### src/rtl/iperf_client_deadlock_pkg.sv
// Shared types and helpers for the iperf_client deadlock-monitor producers.
package iperf_client_deadlock_pkg;

  typedef enum logic [1:0] {
    ST_IDLE     = 2'd0,
    ST_STALLING = 2'd1,
    ST_BLOCKED  = 2'd2
  } stall_state_t;

  localparam int STAT_W = 16;

  // Index width that never collapses to zero bits for a single-entry vector.
  function automatic int clog2_min1(input int n);
    return (n <= 1) ? 1 : $clog2(n);
  endfunction

endpackage

### src/rtl/iperf_client_axis_stall_chan.sv
// One AXI-Stream channel: stall decode, IDLE/STALLING/BLOCKED FSM and consecutive-stall counter.
//   state       | meaning
//   ST_IDLE     | no stall in progress, cnt=0
//   ST_STALLING | stall seen for cnt consecutive cycles, below threshold
//   ST_BLOCKED  | stalled STALL_CYCLES or more cycles, cnt saturated
module iperf_client_axis_stall_chan
  import iperf_client_deadlock_pkg::*;
#(
  parameter int STALL_CYCLES = 16,
  parameter bit DIR_OUT      = 1'b0
) (
  input  logic clock,
  input  logic reset_n,
  input  logic monitor_en,
  input  logic tvalid,
  input  logic tready,
  output logic blocked,
  output logic enter_blocked
);

  localparam int CNT_W = $clog2(STALL_CYCLES + 1);

  localparam logic [1:0] S_IDLE     = 2'(ST_IDLE);
  localparam logic [1:0] S_STALLING = 2'(ST_STALLING);
  localparam logic [1:0] S_BLOCKED  = 2'(ST_BLOCKED);

  logic [1:0]       state_q, state_d;
  logic [CNT_W-1:0] cnt_q, cnt_d;
  logic             stall;

  // Producer side waits on the consumer's TREADY; consumer side waits on upstream TVALID.
  assign stall = DIR_OUT ? (tvalid & ~tready) : (tready & ~tvalid);

  always_comb begin
    state_d       = state_q;
    cnt_d         = cnt_q;
    enter_blocked = 1'b0;
    if (!monitor_en) begin
      state_d = S_IDLE;
      cnt_d   = '0;
    end else begin
      case (state_q)
        S_IDLE: begin
          if (stall) begin
            state_d = S_STALLING;
            cnt_d   = CNT_W'(1);
          end
        end
        S_STALLING: begin
          if (!stall) begin
            state_d = S_IDLE;
            cnt_d   = '0;
          end else if (cnt_q == CNT_W'(STALL_CYCLES - 1)) begin
            state_d       = S_BLOCKED;
            cnt_d         = CNT_W'(STALL_CYCLES);
            enter_blocked = 1'b1;
          end else begin
            cnt_d = cnt_q + CNT_W'(1);
          end
        end
        S_BLOCKED: begin
          if (!stall) begin
            state_d = S_IDLE;
            cnt_d   = '0;
          end
        end
        default: begin
          state_d = S_IDLE;
          cnt_d   = '0;
        end
      endcase
    end
  end

  always_ff @(posedge clock or negedge reset_n) begin
    if (!reset_n) begin
      state_q <= S_IDLE;
      cnt_q   <= '0;
    end else begin
      state_q <= state_d;
      cnt_q   <= cnt_d;
    end
  end

  assign blocked = (state_q == S_BLOCKED);

endmodule

### src/rtl/iperf_client_axis_stall_detector.sv
// Per-channel AXI-Stream stall detector feeding axis_block_sigs, with first-block capture.
// Optional per-channel block-event counters when AXIS_STALL_STATS_EN is defined.
module iperf_client_axis_stall_detector
  import iperf_client_deadlock_pkg::*;
#(
  parameter int                 NUM_CH       = 12,
  parameter int                 STALL_CYCLES = 16,
  parameter logic [NUM_CH-1:0]  DIR_OUT      = 12'hF80
) (
  input  logic                            clock,
  input  logic                            reset_n,
  input  logic                            monitor_en,
  input  logic [NUM_CH-1:0]               axis_tvalid,
  input  logic [NUM_CH-1:0]               axis_tready,
  output logic [NUM_CH-1:0]               axis_block_sigs,
  output logic                            first_blk_vld,
  output logic [clog2_min1(NUM_CH)-1:0]   first_blk_ch,
`ifdef AXIS_STALL_STATS_EN
  input  logic [clog2_min1(NUM_CH)-1:0]   stat_sel,
  output logic [STAT_W-1:0]               stat_count,
`endif
  input  logic                            first_blk_clr
);

  localparam int IDX_W = clog2_min1(NUM_CH);

  logic [NUM_CH-1:0] enter_blocked;
  logic [IDX_W-1:0]  enter_idx;

  for (genvar i = 0; i < NUM_CH; i++) begin : g_ch
    iperf_client_axis_stall_chan #(
      .STALL_CYCLES (STALL_CYCLES),
      .DIR_OUT      (DIR_OUT[i])
    ) u_chan (
      .clock         (clock),
      .reset_n       (reset_n),
      .monitor_en    (monitor_en),
      .tvalid        (axis_tvalid[i]),
      .tready        (axis_tready[i]),
      .blocked       (axis_block_sigs[i]),
      .enter_blocked (enter_blocked[i])
    );
  end

  // Downward scan so the lowest index entering BLOCKED wins.
  always_comb begin
    enter_idx = '0;
    for (int i = NUM_CH - 1; i >= 0; i--) begin
      if (enter_blocked[i]) enter_idx = IDX_W'(i);
    end
  end

  always_ff @(posedge clock or negedge reset_n) begin
    if (!reset_n) begin
      first_blk_vld <= 1'b0;
      first_blk_ch  <= '0;
    end else if (first_blk_clr) begin
      first_blk_vld <= 1'b0;
      first_blk_ch  <= '0;
    end else if (!first_blk_vld && (|enter_blocked)) begin
      first_blk_vld <= 1'b1;
      first_blk_ch  <= enter_idx;
    end
  end

`ifdef AXIS_STALL_STATS_EN
  logic [STAT_W-1:0] stat_cnt_q [NUM_CH];

  always_ff @(posedge clock or negedge reset_n) begin
    if (!reset_n) begin
      for (int i = 0; i < NUM_CH; i++) stat_cnt_q[i] <= '0;
      stat_count <= '0;
    end else begin
      for (int i = 0; i < NUM_CH; i++) begin
        if (enter_blocked[i] && (stat_cnt_q[i] != {STAT_W{1'b1}}))
          stat_cnt_q[i] <= stat_cnt_q[i] + STAT_W'(1);
      end
      if (int'(stat_sel) < NUM_CH) stat_count <= stat_cnt_q[stat_sel];
      else                         stat_count <= '0;
    end
  end
`endif

endmodule

### config.mk
export PLATFORM = sky130hd
export DESIGN_NAME = iperf_client_axis_stall_detector
export DESIGN_NICKNAME = d
export VERILOG_FILES = /design/src/rtl/iperf_client_deadlock_pkg.sv /design/src/rtl/iperf_client_axis_stall_chan.sv /design/src/rtl/iperf_client_axis_stall_detector.sv
export SDC_FILE = /design/constraint.sdc
export NUM_CORES = 1
export LEC_CHECK = 0
export ABC_AREA = 1
export CORE_UTILIZATION = 35
export CTS_CLUSTER_SIZE = 20
export DETAILED_ROUTE_END_ITERATION = 8
export GPL_TIMING_DRIVEN = 1
export PLACE_DENSITY = 0.52
export SYNTH_ARGS = -nofsm -noshare
export SYNTH_HDL_FRONTEND = slang
export SYNTH_SLANG_ARGS = --single-unit
### constraint.sdc
create_clock -name clock -period 5.6 [get_ports clock]
set_clock_uncertainty 0.2 [all_clocks]
set_input_delay 1.12 -clock clock [delete_from_list [all_inputs] [get_ports clock]]
set_output_delay 1.12 -clock clock [all_outputs]
set_load 0.01 [all_outputs]
# == Yosys cells after proc, flatten, opt, wreduce, memory -nomap -nowiden ==
# Cells that the tools add are included.
# word_totals
mem_bits_rw,0
output_inout_bits,17
inputBits,28
regBits,89
word_cells,382
latch_bits,0
romBits,0
n_memories,0
# classes
div,0
mul,0
n_bitwise,24
shift,0
n_addsub,12
muxes,208
n_lt_le_gt_ge,0
eq_ne,72
reduce_logical,40
# op_table
operator,count
$mux W5,60
$pmux W5 S3,12
$mux W2,60
$pmux W2 S3,12
$add A5 B1 Y5 const B,12
$eq A5 B4 Y1 const B,12
$mux W4,14
$mux W1,50
$ne A4 B4 Y1 const B,12
$ne A3 B2 Y1 const B,12
$ne A3 B3 Y1 const B,12
$reduce_and A3 Y1,12
$eq A2 B1 Y1 const B,12
$eq A2 B2 Y1 const B,12
$logic_not A2 Y1,12
$reduce_and A2 Y1,12
$and A1 B1 Y1,12
$not A1 Y1,12
$reduce_or A12 Y1,1
$reduce_bool A2 Y1,1
$logic_and A1 B1 Y1,1
$logic_not A1 Y1,1

# == Logic depth before layout (Yosys ltp) ==
# Gate-level depths: netlist of run 1.
# logic_depth
ltp_word,19
depth_mapped,18
mapped_depth_nobuf,18

# == Cells and area by module ==
# Synthesis of run 1 repeated with hierarchy kept, for this count alone.
# unflattened
cells_unflattened,748
area_unflattened_um2,5542.8
# by_module_without_submodules
module,n_inst,cells_each,seq_area_each_um2,area_per_inst_um2
iperf_client_axis_stall_chan at g_ch[0].u_chan ...,6,55,175.2,420.4
iperf_client_axis_stall_chan at g_ch[10].u_chan ...,5,61,175.2,446.7
iperf_client_axis_stall_chan at g_ch[4].u_chan,1,55,175.2,416.6
iperf_client_axis_stall_detector,1,58,125.1,370.4

# == Least setup slack after synthesis of run 1 ==
# No wires, ideal clock.
# synth_path
path_type,input-to-reg
from,input port monitor_en
to,register first_blk_ch[0]
stages,15
required_time_ns,5.284
setup_ns,0.116
t_arrival_ns,2.164
n_path_buf,1
slack_ns,3.119
path_cell_list,buf_6 inv_12 nor2_4 nand3_4 inv_4 a21oi_2 nand2_2 nor2_2 nand2_2 nand2_4 inv_4 nand2_4 nor2_2 nand2_1 nand2_1
# synth_between
elab_chain_len,15
elab_cells_between_ends,29
classes_between,mux (26); reduce/logical (3)
# synth_lines
item,line_no,rtl
from (decl),iperf_client_axis_stall_detector.sv:12,"input logic monitor_en,"
$mux W1,iperf_client_axis_stall_chan.sv:38,if (!monitor_en) begin
$mux W4 (12 in a row),iperf_client_axis_stall_detector.sv:49,if (enter_blocked[i]) enter_idx = IDX_W'(i);
$mux W4,iperf_client_axis_stall_detector.sv:60,end else if (!first_blk_vld && (|enter_blocked)) begin
$mux W4,iperf_client_axis_stall_detector.sv:57,end else if (first_blk_clr) begin
to (signal assigned),iperf_client_axis_stall_detector.sv:62,first_blk_ch <= enter_idx;
to (decl),iperf_client_axis_stall_detector.sv:17,"output logic [clog2_min1(NUM_CH)-1:0] first_blk_ch,"
# Parallel ways exist; a longest one is shown, timed or not. The select of a mux whose other input is x is not followed.
# A chain may end at the register's enable or synchronous reset.

# == Worst setup path in the final report of run 1 ==
# Same ends and word-level chain as after synthesis.

==> summary.txt, run 1 <==
number of H-tree levels - 3
final hold viol count - 0
Pre-antenna DRT Iters - 4
CP Max Fanout - 20
setup slack, reg-to-reg - 3.38 ns
final setup fails - 0
Tcrit/Tclk final - 62.18%
Final HPWL DP - 7.553 mm
Levels on crit path - 14
Total Routed Length - 9.975 mm
top-count cell post-synth - inv_1
worst skew pair latency - 0.34 ns
cells resized by post-CTS repair - 0
routability congestion estimate - 0.8312
FILL cells - 1,406
Final Max Slew Viols - 0
Crit path buffers/inverters - 3
Chip Height - 122 µm
metal2 WL - 4.668 mm
Worst VDD drop - 0.2432 mV
Reg clk slew, reported paths - 0.06 ns
Setup CP Type - in2reg
initial antenna violation count - 0
Critical Path Source - monitor_en
Syn Nets - 675
vias per inst - 4.722
setup bufs post-CTS - 0
largest net degree at the start of global routing - 55
met3 routed WL - 352 µm
Worst R2R Path Depth - 16
Worst EP required - 5.69 ns
Synth Area per Inst - 8.090 µm²
DR WL/cell - 11.74 µm
Min Hold Slack - 0.2842 ns
fin nets - 717
IO Count - 45
FFs w/ async S/R, synth - 100.0%
Slowest cell on crit path - clkdlybuf4s50_1
worst path arrival time - 3.57 ns
setup_tns - 0 ns
worst path cell trace - clkdlybuf4s50_1 -> buf_4 -> nand3_1 -> nor2_1 -> nor2_1 -> nand2_2 -> nor2_2 -> nand2_2 -> nand2_4 -> inv_4 -> nand2_4 -> nor2_2 -> nand2_1 -> nand2_1
distinct cell type count after synthesis - 38
slew margin rel. - 27.93%
Synth area leaders - dfrtp_1 (44%), inv_1 (8.5%), nand2_1 (8.0%)
Fmax - 0.2872 GHz
Synth Cell Area - 5040 µm²
Num CTS Buffers - 9
crit path time final - 3.482 ns
yosys warns - 0
synth cell count leaders - inv_1 (114), nand2_1 (108), dfrtp_1 (89), nor2_1 (73), a21oi_1 (39)
FP Rows - 43
cell leakage power - 2.700 nW
clk buf depth - 2
DIE WIDTH - 122 µm
CP Capture Point - first_blk_ch[0]
unrepaired setup endpoints after global routing - no
root buf cell - clkbuf_16
Starting Density - 36.03%
outcome - complete, no violations
MaxCap Viol Count - 0
Hold Buf Count CTS - 0
diode count - 0
Layout area overhead - 17.13%
CTS sink cnt - 89
top sig layer - met4
r2r startpoint - g_ch[3].u_chan.cnt_q[0]
number of synthesized register bits - 89
Startpoint Class - primary input
share of cells above drive strength 1 - 9.552%
r2r endpoint - first_blk_ch[0]
pre-CTS WS - 1.740 ns
Synth top area share - 44.19%
DR DRC count - 0
Synth Flop Type - dfrtp_1
Syn Inst Count - 623
Power Dens Cells - 254.7 nW/µm²
final setup margin - 2.118 ns
met1 WL - 4.826 mm
slowest stage delay, CP - 1.18 ns
aggregate global-route resource usage - 14.82%
first-pass GRT wire length - 17.35 mm
DR iter-0 viols - 223
core area - 13,990 µm²
Final ANT Viol Nets - 0
Overflow after GRT - 0
vias in the first global route - 3,917
Hold Path Class - reg2reg
critical path endpoint category - register
register area share after synthesis - 44.19%
vias - 4,014
PortBufs - 44
measured slew at the worst slew-check pin - 1.078 ns
CP delay by family, top - buffers and inverters
die area - 14,880 µm²
CTS tree - done
largest area contributor in the netlist - dfrtp_1
EDFF count, synth - 0
sequential cells by signal, summed over array words and instances (netlist names):
signal,count
g_ch.u_chan.cnt_q,60
first_blk_vld,1
g_ch.u_chan.state_q,24
first_blk_ch,4
cell families after synthesis:
family / count (synthesis) / synth area share (%)
fa+ha+maj: 24 / 5.958
compound gates: 101 / 12.31
simple gates: 266 / 24.60
buf+inv: 137 / 11.89
xor+xnor: 6 / 1.043
flops: 89 / 44.19
through the flow:
stage,total power [mW],cells,instance area [µm²],utilization [%]
2_1_floorplan,0.8271,623,5040,-
3_3_place_gp,0.8881,834,5594,39.99
3_5_place_dp,0.8915,834,5594,39.99
4_1_cts,1.532,850,5903,42.20
5_1_grt,1.580,850,5903,42.20
6_report,1.503,850,5903,42.20
worst min-delay path, delay by kind of cell, from the launching register on:
kind               cells  cell delay, ns
AOI/OAI and AO/OA      1            0.06
and+or+nand+nor        1            0.05
DFF                    1            0.34
worst min-delay path by stage:
| stage | from | endpoint | slack, ns | cells past startpoint |
|---|---|---|---|---|
| 5_1_grt | g_ch[9].u_chan.cnt_q[4] | g_ch[9].u_chan.cnt_q[4] | 0.32 | 2 |
| 2_1_floorplan | g_ch[1].u_chan.cnt_q[4] | g_ch[1].u_chan.cnt_q[4] | 0.25 | 2 |
| 4_1_cts | g_ch[9].u_chan.cnt_q[4] | g_ch[9].u_chan.cnt_q[4] | 0.29 | 2 |
| 3_3_place_gp | g_ch[9].u_chan.cnt_q[4] | g_ch[9].u_chan.cnt_q[4] | 0.27 | 2 |
| 6_report | g_ch[9].u_chan.cnt_q[4] | g_ch[9].u_chan.cnt_q[4] | 0.28 | 2 |
| 3_5_place_dp | g_ch[1].u_chan.cnt_q[4] | g_ch[1].u_chan.cnt_q[4] | 0.27 | 2 |
report_power, final:
part	total (mW)	switching, mW	leakage (nW)	internal [mW]
Sequential	0.705	0.0311	1.21	0.674
Combinational	0.174	0.108	1.34	0.0658
Clock	0.625	0.243	0.153	0.382
cells in the final DEF, fill, tap and decap left out, drive strengths merged, types with 18 or more instances in the layout:
cell type and n:
a21oi 40, clkdlybuf4s50 43, dfrtp 89, ha 24, inv 122, nand2 115
nand3 29, nor2 90, nor3 18, o21ai 24
routing by layer:
layer / global-route usage, % / up-vias
li1: - / 2082
met2: 24.96 / 51
met5: 0 / -
met4: 4.552 / 0
met1: 18.12 / 1872
met3: 4.401 / 9
layout make-up:
cell class              count  area (µm²)  area share, %
clock buffers              14       274.0          4.642
repair buffers             46       452.9          7.673
well taps                 180       225.2          3.815
multi-input cells         397        2213          37.49
inverters                 122       475.5          8.054
flip-flops and latches     89        2227          37.73
clock inverters             2       35.03         0.5935
No activity file was read; power rests on OpenSTA's default activity.
==> run 2: changes to the inputs <==
--- a/config.mk
+++ b/config.mk
@@ -10,7 +10,7 @@
 export CTS_CLUSTER_SIZE = 20
 export DETAILED_ROUTE_END_ITERATION = 8
 export GPL_TIMING_DRIVEN = 1
-export PLACE_DENSITY = 0.52
+export PLACE_DENSITY = 0.54
 export SYNTH_ARGS = -nofsm -noshare
 export SYNTH_HDL_FRONTEND = slang
 export SYNTH_SLANG_ARGS = --single-unit
==> constraint.sdc (replaced) <==
create_clock -name clock -period 2.9 [get_ports clock]
set_clock_uncertainty 0.2 [all_clocks]
set_input_delay 0.58 -clock clock [delete_from_list [all_inputs] [get_ports clock]]
set_output_delay 0.58 -clock clock [all_outputs]
set_load 0.01 [all_outputs]
==> summary.txt, run 2 (same netlist as run 1, synthesis figures left out) <==
outcome - complete, no violations
Chip Height - 122 µm
unrepaired setup endpoints after global routing - no
cell leakage power - 2.729 nW
Startpoint Class - primary input
root buf cell - clkbuf_16
Setup CP Type - in2reg
Final ANT Viol Nets - 0
final hold viol count - 0
IO Count - 45
measured slew at the worst slew-check pin - 0.5093 ns
die area - 14,880 µm²
most frequent cells in the layout - inv_1 (114), nand2_1 (108), dfrtp_1 (89)
CP delay by family, top - buffers and inverters
most common cell after layout, fill and taps aside - inv_1
clk buf depth - 2
Starting Density - 36.03%
CTS sink cnt - 89
MaxCap Viol Count - 0
biggest regs - g_ch.u_chan.cnt_q: 60 flops, g_ch.u_chan.state_q: 24 flops, first_blk_ch: 4 flops
Critical Path Source - monitor_en
cells resized by post-CTS repair - 0
aggregate global-route resource usage - 15.02%
FP Rows - 43
core area - 13,990 µm²
vias per inst - 4.725
pre-CTS WS - 0.1917 ns
final setup margin - 0.5635 ns
largest net degree at the start of global routing - 57
Total Routed Length - 10.16 mm
Final Max Slew Viols - 0
Overflow after GRT - 0
Slowest cell on crit path - clkdlybuf4s50_1
setup bufs post-CTS - 0
setup slack, reg-to-reg - 0.67 ns
fin nets - 720
top sig layer - met4
slew margin rel. - 65.79%
met1 WL - 4.983 mm
final setup fails - 0
Layout area overhead - 18.37%
r2r startpoint - g_ch[4].u_chan.cnt_q[0]
Hold Path Class - in2async
routability congestion estimate - 0.8011
Pre-antenna DRT Iters - 4
CP Max Fanout - 28
Hold Buf Count CTS - 0
CTS tree - done
largest register by flop count - g_ch.u_chan.cnt_q
DR WL/cell - 11.91 µm
Reg clk slew, reported paths - 0.06 ns
worst path cell trace - clkdlybuf4s50_1 -> buf_12 -> inv_12 -> nor2_4 -> inv_2 -> nor2_2 -> inv_2 -> o21ai_4 -> inv_2 -> nand4_1 -> xor2_1 -> nor2_1
Worst R2R Path Depth - 15
worst skew pair latency - 0.34 ns
PortBufs - 44
Num CTS Buffers - 9
DR iter-0 viols - 262
Power Dens Cells - 499.0 nW/µm²
Fmax - 0.4280 GHz
Final HPWL DP - 7.772 mm
setup_tns - 0 ns
vias in the first global route - 3,872
number of H-tree levels - 3
Crit path buffers/inverters - 6
worst path arrival time - 2.35 ns
critical path endpoint category - register
DIE WIDTH - 122 µm
r2r endpoint - first_blk_ch[1]
share of cells above drive strength 1 - 9.807%
met3 routed WL - 326 µm
vias - 4,030
first-pass GRT wire length - 17.47 mm
diode count - 0
Worst EP required - 2.91 ns
number of flip-flops under the largest register name - 60
Worst VDD drop - 0.2755 mV
slowest stage delay, CP - 0.50 ns
initial antenna violation count - 0
DR DRC count - 0
crit path time final - 2.337 ns
Tcrit/Tclk final - 80.57%
metal2 WL - 4.665 mm
CP dominant cell by count - inv_2
[run 2: where the power goes]
| group | internal (mW) | leakage, nW | switching [mW] | total [mW] |
|---|---|---|---|---|
| clock | 0.804 | 0.157 | 0.466 | 1.27 |
| sequential | 1.30 | 1.21 | 0.0622 | 1.36 |
| combinational | 0.134 | 1.36 | 0.210 | 0.344 |
[run 2: worst max path at each step]
stage                     depth (start not counted)                       to  slack (ns)
after CTS                                         3       axis_block_sigs[1]        0.54
after global routing                             16          first_blk_ch[0]        0.35
final                                            12  g_ch[6].u_chan.cnt_q[3]        0.56
after detailed placement                         16          first_blk_ch[0]        0.19
after floorplan                                  16          first_blk_ch[0]        0.89
after global placement                           16          first_blk_ch[0]        0.25
[run 2: through the flow]
| step | utilization (%) | hold WS (ns) | instances | total power, mW | instance area [µm²] |
|---|---|---|---|---|---|
| final | 42.65 | 0.001982 | 853 | 2.977 | 5966 |
| after global routing | 42.65 | 0.02364 | 853 | 3.128 | 5966 |
| after CTS | 42.65 | 0.006287 | 853 | 3.023 | 5966 |
| after detailed placement | 40.33 | 0.2737 | 837 | 1.732 | 5642 |
| after global placement | 40.33 | 0.2700 | 837 | 1.721 | 5642 |
| after floorplan | - | 0.08441 | 623 | 1.597 | 5040 |
[run 2: metal layers]
layer,global-route usage (%),vias to the layer above
met3,2.669,13
met4,6.481,0
li1,-,2091
met5,0,-
met1,19.79,1864
met2,24.08,62
[run 2: area by class of cell]
cell class	instances	area, µm²
Clock buffer	14	264.0
Inverter	122	475.5
Clock inverter	2	60.06
Timing Repair Buffer	49	500.5
Multi-Input combinational cell	397	2213
Fill cell	1425	8023
Tap cell	180	225.2
Sequential cell	89	2227
==> run 3: changes to the inputs <==
==> constraint.sdc (replaced) <==
create_clock -name clock -period 2.1 [get_ports clock]
set_clock_uncertainty 0.2 [all_clocks]
set_input_delay 0.42 -clock clock [delete_from_list [all_inputs] [get_ports clock]]
set_output_delay 0.42 -clock clock [all_outputs]
set_load 0.01 [all_outputs]
==> summary.txt, run 3 (same netlist as run 1, synthesis figures left out) <==
DR DRC count - 0
DIE WIDTH - 122 µm
diode count - 0
DR iter-0 viols - 175
internal power - 3.036 mW
vias per inst - 4.668
CP dominant cell by count - nand2_1
Hold Path Class - reg2reg
Crit path buffers/inverters - 0
critical path endpoint category - register
fin nets - 871
CP Max Fanout - 2
number of flip-flops under the largest register name - 60
IO Count - 45
Critical Path Source - g_ch[11].u_chan.cnt_q[1]
Worst VDD drop - 0.3661 mV
MaxCap Viol Count - 0
most frequent cells in the layout - buf_4 (152), inv_1 (109), nand2_1 (99)
r2r startpoint - g_ch[11].u_chan.cnt_q[1]
min-delay src - g_ch[6].u_chan.cnt_q[4]
routability congestion estimate - 0.7953
Final Max Slew Viols - 0
Overflow after GRT - 0
Reg area - 2228 µm²
final setup margin - -0.01576 ns
largest net degree at the start of global routing - 41
area of the multi-input gates - 2352 µm²
Final ANT Viol Nets - 0
aggregate global-route resource usage - 16.93%
Pre-antenna DRT Iters - 4
CTS tree - done
FP Rows - 43
core area - 13,990 µm²
Cell Area, Placed - 6573 µm²
Chip Height - 122 µm
final hold viol count - 0
Worst EP required - 2.19 ns
biggest regs - g_ch.u_chan.cnt_q: 60 flops, g_ch.u_chan.state_q: 24 flops, first_blk_ch: 4 flops
Final Util - 51.60%
sequential power share - 45.0%
slew margin rel. - 75.07%
vias in the first global route - 4,583
slowest stage delay, CP - 0.36 ns
clock share of power - 37.3%
root buf cell - clkbuf_16
Gate power share - 17.7%
unrepaired setup endpoints after global routing - yes
measured slew at the worst slew-check pin - 0.3710 ns
Power Dens Cells - 575.7 nW/µm²
CTS sink cnt - 89
Layout area overhead - 43.22%
Reg clk slew, reported paths - 0.07 ns
worst path cell trace - ha_2 -> nand2_2 -> nor2_2 -> ha_2 -> nand3_2 -> nor2_4 -> nand3_2 -> nand2_1 -> nand2_1 -> nand2_1 -> nand2_1 -> nand2_1 -> nand2_1 -> nand2_1 -> nand2_1 -> nand2_1 -> nand2_1 -> nand2_1
DR WL/cell - 12.02 µm
first-pass GRT wire length - 19.90 mm
FILL cells - 1,380
sw frac - 26.96%
initial antenna violation count - 0
cell leakage power - 3.517 nW
crit path time final - 2.116 ns
largest register by flop count - g_ch.u_chan.cnt_q
Starting Density - 36.03%
die area - 14,880 µm²
vias - 4,687
Fmax - 0.4726 GHz
number of H-tree levels - 3
failing checks - setup timing
Num CTS Buffers - 9
Tcrit/Tclk final - 100.8%
Startpoint Class - register
share of cells above drive strength 1 - 32.65%
worst skew pair latency - 0.35 ns
Final HPWL DP - 9.085 mm
most common cell after layout, fill and taps aside - buf_4
CP delay by family, top - simple AND/OR/NAND/NOR gates
Setup CP Type - reg2reg
clk buf depth - 2
outcome - complete, but fails checks
Net Switching - 1.120 mW
PortBufs - 44
post-route cell area - 7218 µm²
Slowest cell on crit path - dfrtp_1
worst path arrival time - 2.21 ns
Total Routed Length - 12.06 mm
final setup fails - 1
==> run 3: changes by cell type in the layout (fill, tap and decap cells not counted), sizes merged, moves of 2 or more <==
cell	change
buf	+149
bufinv	-2
clkdlybuf4s50	-13
clkinvlp	+3
dlygate4sd2	+10
dlymetal6s2s	+3
==> run 3: worst reg2reg max path, stage by stage, from the launching register on <==
cell	delay (ns)
dfrtp_1	0.36
ha_2	0.20
nand2_2	0.07
nor2_2	0.11
ha_2	0.19
nand3_2	0.08
nor2_4	0.13
nand3_2	0.08
nand2_1	0.06
nand2_1	0.06
nand2_1	0.08
nand2_1	0.05
nand2_1	0.06
nand2_1	0.07
nand2_1	0.06
nand2_1	0.05
nand2_1	0.05
nand2_1	0.04
nand2_1	0.06
==> run 3: path summary, 6_finish.rpt <==
| path | end | slack [ns] | cells after the start |
|---|---|---|---|
| min in group asynchronous | g_ch[6].u_chan.cnt_q[2] | 0.32 | 2 |
| worst min register to register | g_ch[6].u_chan.cnt_q[4] | 0.30 | 2 |
| worst min-delay path | g_ch[6].u_chan.cnt_q[4] | 0.30 | 2 |
| worst max-delay path | first_blk_ch[0] | -0.02 | 18 |
| max in group asynchronous | g_ch[2].u_chan.state_q[0] | 0.83 | 3 |
| worst max register to register | first_blk_ch[0] | -0.02 | 18 |
==> run 3: power groups by stage <==
stage / clock, mW / combinational (mW) / sequential, mW
floorplan: 0 / 0.313 / 1.89
CTS: 1.60 / 0.715 / 1.87
detailed placement: 0 / 0.696 / 1.90
finish: 1.55 / 0.736 / 1.87
global placement: 0 / 0.682 / 1.89
global route: 1.67 / 0.824 / 1.88
==> run 3: layer usage <==
layer	part of all wire, %	GRT usage (%)	vias up
li1	-	-	2396
met1	45	21.15	2191
met2	49	28.64	82
met3	3.3	2.809	18
met4	2.0	7.330	0
met5	0	0	-
==> run 3: timing repair <==
item | in CTS | in global routing
endpoints found under the hold margin | 19 | 0
pin swaps | 9 | 27
hold buffers | 1 | 0
setup buffers | 12 | 13
gates resized for setup | 31 | 38
cloned | 0 | 1
endpoints found under the setup margin | 16 | 17
==> run 3: layout make-up <==
type,instances,share of cell area [%]
Clock buffer,12,3.553
Clock inverter,4,0.3813
Inverter,122,6.587
Multi-Input combinational cell,397,32.59
Sequential cell,89,30.87
Tap cell,180,3.120
Timing Repair Buffer,200,22.90
==> run 3: per-stage QoR <==
stage / hold WS, ns / total power [mW] / setup slack, ns / setup TNS, ns / instances
6_report: 0.3005 / 4.156 / -0.01576 / -0.01576 / 1004
3_5_place_dp: 0.1352 / 2.595 / -0.3161 / -12.21 / 961
5_1_grt: 0.3369 / 4.371 / -0.1835 / -0.5844 / 1004
2_1_floorplan: -0.07559 / 2.206 / 0.08628 / 0 / 623
4_1_cts: 0.3089 / 4.183 / -0.003057 / -0.003057 / 990
3_3_place_gp: 0.1305 / 2.577 / -0.3063 / -9.887 / 961
